==> src/rtl/lift_pkg.sv <==
// Shared types and default timing for the lift stop sequencer: controller states,
// travel-direction encoding and the sizing helper for the door timer.
package lift_pkg;

  typedef enum logic [2:0] {
    ST_IDLE    = 3'd0,
    ST_MOVE    = 3'd1,
    ST_OPENING = 3'd2,
    ST_DWELL   = 3'd3,
    ST_CLOSING = 3'd4
  } lift_state_e;

  typedef enum logic {
    DIR_UP = 1'b0,
    DIR_DN = 1'b1
  } lift_dir_e;

  localparam int DEF_N_FLOORS         = 8;
  localparam int DEF_DOOR_MOVE_CYCLES = 4;
  localparam int DEF_DWELL_CYCLES     = 8;

  // The door timer holds the larger of the two durations minus one, so size for max+1.
  function automatic int timer_width(input int door_cycles, input int dwell_cycles);
    int longest;
    longest = (door_cycles > dwell_cycles) ? door_cycles : dwell_cycles;
    return $clog2(longest + 1);
  endfunction

endpackage

==> src/rtl/lift_stop_sequencer_if.sv <==
// Scheduler <-> stop sequencer signal bundle. The scheduler side is the master;
// the sequencer is the slave.
interface lift_stop_sequencer_if
  import lift_pkg::*;
#(
  parameter int N_FLOORS = DEF_N_FLOORS
);

  logic                i_motion;
  logic                i_direction;
  logic                i_has_rqst_at_stopped_flr;
  logic [N_FLOORS-1:0] i_flr_pos;
  logic                i_door_hold;

  logic                o_motor_en;
  logic                o_motor_dir;
  logic                o_door_opening;
  logic                o_door_closing;
  logic                o_door_is_open;
  logic                o_up_clr;
  logic                o_dn_clr;
  logic                o_flr_clr;
  logic                o_busy;

  modport master (
    output i_motion, i_direction, i_has_rqst_at_stopped_flr, i_flr_pos, i_door_hold,
    input  o_motor_en, o_motor_dir, o_door_opening, o_door_closing, o_door_is_open,
           o_up_clr, o_dn_clr, o_flr_clr, o_busy
  );

  modport slave (
    input  i_motion, i_direction, i_has_rqst_at_stopped_flr, i_flr_pos, i_door_hold,
    output o_motor_en, o_motor_dir, o_door_opening, o_door_closing, o_door_is_open,
           o_up_clr, o_dn_clr, o_flr_clr, o_busy
  );

endinterface

==> src/rtl/lift_dwell_timer.sv <==
// Loadable down-counter shared by the door phases; expired is high while the count
// sits at zero, i.e. during the last cycle of the phase that loaded it.
module lift_dwell_timer #(
  parameter int WIDTH = 4
) (
  input  logic             clk,
  input  logic             reset,
  input  logic             load,
  input  logic [WIDTH-1:0] load_val,
  input  logic             tick,
  output logic             expired
);

  logic [WIDTH-1:0] count_q;

  // NOTE: sequential state uses non-blocking assignments so every flop samples
  // pre-edge values regardless of process ordering.
  always_ff @(posedge clk or negedge reset) begin
    if (!reset) begin
      count_q <= '0;
    end else if (load) begin
      count_q <= load_val;
    end else if (tick && (count_q != '0)) begin
      count_q <= count_q - WIDTH'(1);
    end
  end

  assign expired = (count_q == '0);

endmodule

==> src/rtl/lift_stop_sequencer.sv <==
// Stop sequencer for one lift car: runs the motor while the scheduler asks for
// motion, then cycles the door open/dwell/close at the floor it stops on.
module lift_stop_sequencer
  import lift_pkg::*;
#(
  parameter int N_FLOORS         = DEF_N_FLOORS,
  parameter int DOOR_MOVE_CYCLES = DEF_DOOR_MOVE_CYCLES,
  parameter int DWELL_CYCLES     = DEF_DWELL_CYCLES
) (
  input logic                  clk,
  input logic                  reset,
  lift_stop_sequencer_if.slave bus
);

  localparam int TW = timer_width(DOOR_MOVE_CYCLES, DWELL_CYCLES);

  localparam logic [TW-1:0] DOOR_LOAD  = TW'(DOOR_MOVE_CYCLES - 1);
  localparam logic [TW-1:0] DWELL_LOAD = TW'(DWELL_CYCLES - 1);
  // A hold restarts the dwell with the hold cycle itself counted as its first cycle.
  localparam logic [TW-1:0] HOLD_LOAD  = TW'((DWELL_CYCLES > 1) ? DWELL_CYCLES - 2 : 0);

  lift_state_e   state_q;
  lift_state_e   state_d;

  logic          at_floor;
  logic          tmr_load;
  logic [TW-1:0] tmr_load_val;
  logic          tmr_tick;
  logic          tmr_expired;
  logic          clr_d;

  logic          motor_en_q;
  logic          motor_dir_q;
  logic          door_opening_q;
  logic          door_closing_q;
  logic          door_is_open_q;
  logic          up_clr_q;
  logic          dn_clr_q;
  logic          flr_clr_q;
  logic          busy_q;

  assign at_floor = |bus.i_flr_pos[N_FLOORS-1:0];

  lift_dwell_timer #(
    .WIDTH (TW)
  ) u_timer (
    .clk      (clk),
    .reset    (reset),
    .load     (tmr_load),
    .load_val (tmr_load_val),
    .tick     (tmr_tick),
    .expired  (tmr_expired)
  );

  // NOTE: every signal written here gets a default first, so no path through the
  // case can leave one unassigned and infer a latch.
  always_comb begin
    state_d      = state_q;
    tmr_load     = 1'b0;
    tmr_load_val = '0;
    tmr_tick     = 1'b0;
    clr_d        = 1'b0;

    unique case (state_q)
      ST_IDLE: begin
        if (bus.i_motion) begin
          state_d = ST_MOVE;
        end else if (bus.i_has_rqst_at_stopped_flr && at_floor) begin
          state_d      = ST_OPENING;
          tmr_load     = 1'b1;
          tmr_load_val = DOOR_LOAD;
          clr_d        = 1'b1;
        end
      end

      ST_MOVE: begin
        // Between floors the car keeps moving even if the scheduler drops motion.
        if (at_floor && !bus.i_motion) begin
          if (bus.i_has_rqst_at_stopped_flr) begin
            state_d      = ST_OPENING;
            tmr_load     = 1'b1;
            tmr_load_val = DOOR_LOAD;
            clr_d        = 1'b1;
          end else begin
            state_d = ST_IDLE;
          end
        end
      end

      ST_OPENING: begin
        if (tmr_expired) begin
          state_d      = ST_DWELL;
          tmr_load     = 1'b1;
          tmr_load_val = DWELL_LOAD;
        end else begin
          tmr_tick = 1'b1;
        end
      end

      ST_DWELL: begin
        if (bus.i_door_hold) begin
          tmr_load     = 1'b1;
          tmr_load_val = HOLD_LOAD;
        end else if (tmr_expired) begin
          state_d      = ST_CLOSING;
          tmr_load     = 1'b1;
          tmr_load_val = DOOR_LOAD;
        end else begin
          tmr_tick = 1'b1;
        end
      end

      ST_CLOSING: begin
        // Reopening for an obstruction serves no new request, so no clear pulses.
        if (bus.i_door_hold) begin
          state_d      = ST_OPENING;
          tmr_load     = 1'b1;
          tmr_load_val = DOOR_LOAD;
        end else if (tmr_expired) begin
          state_d = ST_IDLE;
        end else begin
          tmr_tick = 1'b1;
        end
      end

      default: begin
        state_d = ST_IDLE;
      end
    endcase
  end

  // Outputs are decoded from the next state so the registered copies line up with state_q.
  always_ff @(posedge clk or negedge reset) begin
    if (!reset) begin
      state_q        <= ST_IDLE;
      motor_en_q     <= 1'b0;
      motor_dir_q    <= DIR_UP;
      door_opening_q <= 1'b0;
      door_closing_q <= 1'b0;
      door_is_open_q <= 1'b0;
      up_clr_q       <= 1'b0;
      dn_clr_q       <= 1'b0;
      flr_clr_q      <= 1'b0;
      busy_q         <= 1'b0;
    end else begin
      state_q        <= state_d;
      motor_en_q     <= (state_d == ST_MOVE);
      door_opening_q <= (state_d == ST_OPENING);
      door_closing_q <= (state_d == ST_CLOSING);
      door_is_open_q <= (state_d == ST_DWELL);
      up_clr_q       <= clr_d && (lift_dir_e'(bus.i_direction) == DIR_UP);
      dn_clr_q       <= clr_d && (lift_dir_e'(bus.i_direction) == DIR_DN);
      flr_clr_q      <= clr_d;
      busy_q         <= (state_d != ST_IDLE);
      if ((state_q != ST_MOVE) && (state_d == ST_MOVE)) begin
        motor_dir_q <= bus.i_direction;
      end
    end
  end

  assign bus.o_motor_en     = motor_en_q;
  assign bus.o_motor_dir    = motor_dir_q;
  assign bus.o_door_opening = door_opening_q;
  assign bus.o_door_closing = door_closing_q;
  assign bus.o_door_is_open = door_is_open_q;
  assign bus.o_up_clr       = up_clr_q;
  assign bus.o_dn_clr       = dn_clr_q;
  assign bus.o_flr_clr      = flr_clr_q;
  assign bus.o_busy         = busy_q;

endmodule

==> src/flat_wrapper.sv <==
// flat-port wrapper written by rule: the top's interface ports become plain ports
module lift_stop_sequencer_flat import lift_pkg::*;
#(
  parameter int N_FLOORS         = DEF_N_FLOORS,
  parameter int DOOR_MOVE_CYCLES = DEF_DOOR_MOVE_CYCLES,
  parameter int DWELL_CYCLES     = DEF_DWELL_CYCLES
)
  (clk, reset, bus_i_motion, bus_i_direction, bus_i_has_rqst_at_stopped_flr, bus_i_flr_pos, bus_i_door_hold, bus_o_motor_en, bus_o_motor_dir, bus_o_door_opening, bus_o_door_closing, bus_o_door_is_open, bus_o_up_clr, bus_o_dn_clr, bus_o_flr_clr, bus_o_busy);
  lift_stop_sequencer_if #(.N_FLOORS(N_FLOORS)) bus_i ();
  input logic clk;
  input logic reset;
  input wire logic [$bits(bus_i.i_motion)-1:0] bus_i_motion;
  input wire logic [$bits(bus_i.i_direction)-1:0] bus_i_direction;
  input wire logic [$bits(bus_i.i_has_rqst_at_stopped_flr)-1:0] bus_i_has_rqst_at_stopped_flr;
  input wire logic [$bits(bus_i.i_flr_pos)-1:0] bus_i_flr_pos;
  input wire logic [$bits(bus_i.i_door_hold)-1:0] bus_i_door_hold;
  output wire logic [$bits(bus_i.o_motor_en)-1:0] bus_o_motor_en;
  output wire logic [$bits(bus_i.o_motor_dir)-1:0] bus_o_motor_dir;
  output wire logic [$bits(bus_i.o_door_opening)-1:0] bus_o_door_opening;
  output wire logic [$bits(bus_i.o_door_closing)-1:0] bus_o_door_closing;
  output wire logic [$bits(bus_i.o_door_is_open)-1:0] bus_o_door_is_open;
  output wire logic [$bits(bus_i.o_up_clr)-1:0] bus_o_up_clr;
  output wire logic [$bits(bus_i.o_dn_clr)-1:0] bus_o_dn_clr;
  output wire logic [$bits(bus_i.o_flr_clr)-1:0] bus_o_flr_clr;
  output wire logic [$bits(bus_i.o_busy)-1:0] bus_o_busy;
  assign bus_i.i_motion = bus_i_motion;
  assign bus_i.i_direction = bus_i_direction;
  assign bus_i.i_has_rqst_at_stopped_flr = bus_i_has_rqst_at_stopped_flr;
  assign bus_i.i_flr_pos = bus_i_flr_pos;
  assign bus_i.i_door_hold = bus_i_door_hold;
  assign bus_o_motor_en = bus_i.o_motor_en;
  assign bus_o_motor_dir = bus_i.o_motor_dir;
  assign bus_o_door_opening = bus_i.o_door_opening;
  assign bus_o_door_closing = bus_i.o_door_closing;
  assign bus_o_door_is_open = bus_i.o_door_is_open;
  assign bus_o_up_clr = bus_i.o_up_clr;
  assign bus_o_dn_clr = bus_i.o_dn_clr;
  assign bus_o_flr_clr = bus_i.o_flr_clr;
  assign bus_o_busy = bus_i.o_busy;
  lift_stop_sequencer #(.N_FLOORS(N_FLOORS), .DOOR_MOVE_CYCLES(DOOR_MOVE_CYCLES), .DWELL_CYCLES(DWELL_CYCLES)) u_core (.clk(clk), .reset(reset), .bus(bus_i));
endmodule
==> config.mk <==
export PLATFORM = sky130hd
export DESIGN_NAME = lift_stop_sequencer_flat
export DESIGN_NICKNAME = d
export VERILOG_FILES = /design/src/rtl/lift_pkg.sv /design/src/rtl/lift_stop_sequencer_if.sv /design/src/rtl/lift_dwell_timer.sv /design/src/rtl/lift_stop_sequencer.sv /design/src/flat_wrapper.sv
export SDC_FILE = /design/constraint.sdc
export NUM_CORES = 1
export LEC_CHECK = 0
export ABC_AREA = 0
export CAP_MARGIN = 30
export CORE_MARGIN = 8
export CORE_UTILIZATION = 40
export CTS_CLUSTER_DIAMETER = 30
export DETAILED_ROUTE_END_ITERATION = 7
export MAX_ROUTING_LAYER = met4
export PLACE_DENSITY = 0.78
export SYNTH_ARGS = -nofsm -noshare
export SYNTH_HDL_FRONTEND = slang
export SYNTH_HIERARCHICAL = 1
export SYNTH_SLANG_ARGS = --single-unit
==> constraint.sdc <==
create_clock -name clk -period 2.7 [get_ports clk]
set_input_delay 0.54 -clock clk [delete_from_list [all_inputs] [get_ports clk]]
set_output_delay 0.54 -clock clk [all_outputs]
set_load 0.02 [all_outputs]
==> summary.txt <==
Status
  – Status: complete, no violations

Critical path
  – Crit path max fanout: 6
  – Crit-path max cell delay: 0.56 ns
  – Critical Path AT: roughly 2.5 ns
  – Worst Setup Start Kind: input pin
  – Worst Setup End Kind: flop
  – Kind of critical path: in2reg
  – Crit path buf inv count: 1
  – Crit-path slowest cell: or4_1
  – CP top delay family: simple AND/OR/NAND/NOR gates
  – WP data required: 2.91 ns
  – CP cell instances: clkdlybuf4s50_1 -> nor4_2 -> a21oi_4 -> a221o_1 -> or4_1 -> o211ai_2

Global route
  – First-pass GRT wire length: 3250 um
  – Vias in the first global route: ~730
  – Initial antenna violation count: 0
  – Total global routing overflow: 0
  – Largest net degree at the start of global routing: 17
  – Global Route Usage Sum: 10.1%

Clocking
  – Setup Fix Bufs, Post-CTS: 0
  – Depth of the CTS H-tree: 1
  – CTS tree: built
  – Skew-Pair Late Insertion Delay: 0.28 ns
  – Clk buf depth: 2
  – Clock sink count: 16
  – CTS buffer count: 3
  – Hold_buf cts: 0
  – Clk slew on worst S/H paths: 0.09 ns
  – CTS Root Cell: clkbuf_4
  – Resized Gates After CTS: 0

Final layout
  – Syn-to-layout area delta: 30.9%
  – Nets@finish: between 100 and 150
  – Share of cells above drive strength 1: 15.5%
  – # fillers: approximately 210
  – Commonest non-fill, non-tap cell in the layout: clkdlybuf4s50_1
  – Most frequent cells in the layout: clkdlybuf4s50_1 (22), dfrtp_1 (16), nor2_1 (7)
  – Antenna diodes: 0

Yosys
  – Most used flip-flop cell after synthesis: dfrtp_1
  – Number of synthesized flops with an enable pin: 0
  – Sequential-to-total area share from yosys stat: 44.4%
  – Synth top area cells: dfrtp_1 (44%), a221o_1 (3.3%), nor2_1 (2.9%), nor3b_2 (2.8%), nor4_2 (2.8%)
  – Post-Syn Nets: 101
  – Synth warnings: 6
  – Yosys top cell by area: dfrtp_1
  – Number of synthesized register bits: 16
  – Top cell type's share of synthesized area: 44.4%
  – Cells after Synth: 86
  – Share of async-settable or async-resettable flops after synthesis: 100%
  – Post-synth cell types: 39
  – Mapped Area: 902 um2
  – Post-synthesis average cell area: 10.5 um2

Timing
  – Max-slew violation count: 0
  – Total negative setup slack: 0 ns
  – RSZ-0062 raised after global routing: no
  – Clock Skews: 0.00475 ns
  – Final hold violation count: 0
  – Crit path time final: around 2.3 ns
  – Fin crit share: between 80% and 90%
  – Achievable frequency: roughly 430 MHz
  – Worst-Margin Slew: ~0.68 ns
  – Final setup violation count: 0
  – Worst rel slew slack: 54.6%

Run
  – Max Cap Viol: 0

Floorplanning
  – Initial Utilization: about two fifths
  – I/O pin total: 23
  – Die area: between 0.004 and 0.005 mm2
  – DIE HEIGHT: 63.5 um
  – Row Count: 17
  – Die Wd: roughly 63 um
  – Core area: 0.00217 mm2

Pwr
  – Sw Share: 40.0%
  – Leak Pwr: 0.503 nW
  – Combinational share of power: a little over half
  – Pwr dens: 1060 mW/mm2
  – Tot Pwr: roughly 1.2 mW
  – Power Internal: 748 uW
  – Worst vdd ir: between 0.6 and 0.7 mV
  – Clock share of power: 12.4%
  – Power share of the sequential group: 33.1%
  – Total net switching power: 499 uW

Detailed routing
  – ANT nets after route: 0
  – DRT Pass-1 Iters: 4
  – Drt total wl: 1930 um
  – Drt wl/cell: roughly 14 um
  – DR vias: about 730
  – 1st-iter DRT viols: 12
  – Vias per cell: approximately 5.3
  – Drt drc: 0

Worst hold path
  – HP Class: reg2reg

Placement
  – Gpl congestion: 0.838
  – HPWL after DPL: 1540 um
  – PortBufs: 22
-- final cells by class --
cell class                      instances  area (um2)  share of cell area [%]
Clock buffer                            4        36.3                    3.07
Inverter                                6        22.5                    1.91
Multi-Input combinational cell         59         444                    37.6
Sequential cell                        16         400                    33.9
Tap cell                               28        35.0                    2.97
Timing Repair Buffer                   25         243                    20.6
-- final timing paths --
path	cells past startpoint	slack, ns	end	from
min in group asynchronous	1	0.66	u_core/u_timer/count_q[3]	reset
worst min-delay path	1	0.51	u_core/bus.o_motor_dir	u_core/bus.o_motor_dir
worst max register to register	7	0.57	u_core/u_timer/count_q[3]	u_core/state_q[1]
worst max-delay path	6	0.40	u_core/u_timer/count_q[1]	bus_i_flr_pos[5]
worst min register to register	1	0.51	u_core/bus.o_motor_dir	u_core/bus.o_motor_dir
max in group asynchronous	1	1.60	u_core/bus.o_door_opening	reset
-- per-layer routing --
layer / vias to the layer above / wire length [um] / GRT usage [%]
met5: - / 0 / -
met4: 0 / 14 / 3.34
met3: 2 / 62 / 3.18
met2: 15 / 1030 / 17.4
met1: 353 / 823 / 10.6
li1: 358 / - / -
-- flip-flops by register name, summed over array words and instances (netlist names) --
name	flops
u_core/bus.o_busy	1
u_core/bus.o_dn_clr	1
u_core/bus.o_door_closing	1
u_core/bus.o_door_is_open	1
u_core/bus.o_door_opening	1
u_core/bus.o_flr_clr	1
u_core/bus.o_motor_dir	1
u_core/bus.o_motor_en	1
u_core/bus.o_up_clr	1
u_core/state_q	3
u_core/u_timer/count_q	4
-- power by group through the flow --
stage | sequential [mW] | clock (mW) | combinational [mW]
3_5_place_dp | 0.415 | 0 | 0.680
5_1_grt | 0.422 | 0.172 | 0.751
4_1_cts | 0.411 | 0.160 | 0.686
6_report | 0.412 | 0.154 | 0.680
3_3_place_gp | 0.408 | 0 | 0.662
2_1_floorplan | 0.420 | 0 | 0.497
-- cells by family (layout without fill, tap and decap cells) --
family	after synthesis	in the layout	share of synthesized area [%]
and+or+nand+nor	36	36	28.2
muxes	1	1	1.25
adders and majority gates	1	1	1.39
AOI/OAI and AO/OA	20	20	18.0
DFF	16	16	44.4
other	1	1	0.416
buffers and inverters	11	35	6.38
-- per-stage QoR --
stage                     cells  cell area (um2)  util (%)  worst slack (ns)  hold slack, ns
after global routing        138             1180      54.4             0.347           0.558
after floorplan              86              902         -             0.548           0.244
final                       138             1180      54.4             0.400           0.514
after global placement      134             1140      52.8             0.174           0.489
after CTS                   138             1180      54.4             0.414           0.516
after detailed placement    134             1140      52.8             0.107           0.495
-- cell usage after synthesis (2+ instances only) --
library cell and instances:
nor4_2 2, nor3b_2 2, o21ai_0 3, o31a_1 2, nor4b_1 2, a21oi_1 4, buf_6 2, nor2b_1 3
dfrtp_1 16, nor3_1 2, nand2_1 5, inv_1 6, a221o_1 3, nand2b_1 2, clkbuf_1 2, nor2_1 7
Note: power is estimated with default switching activity, not from simulation.
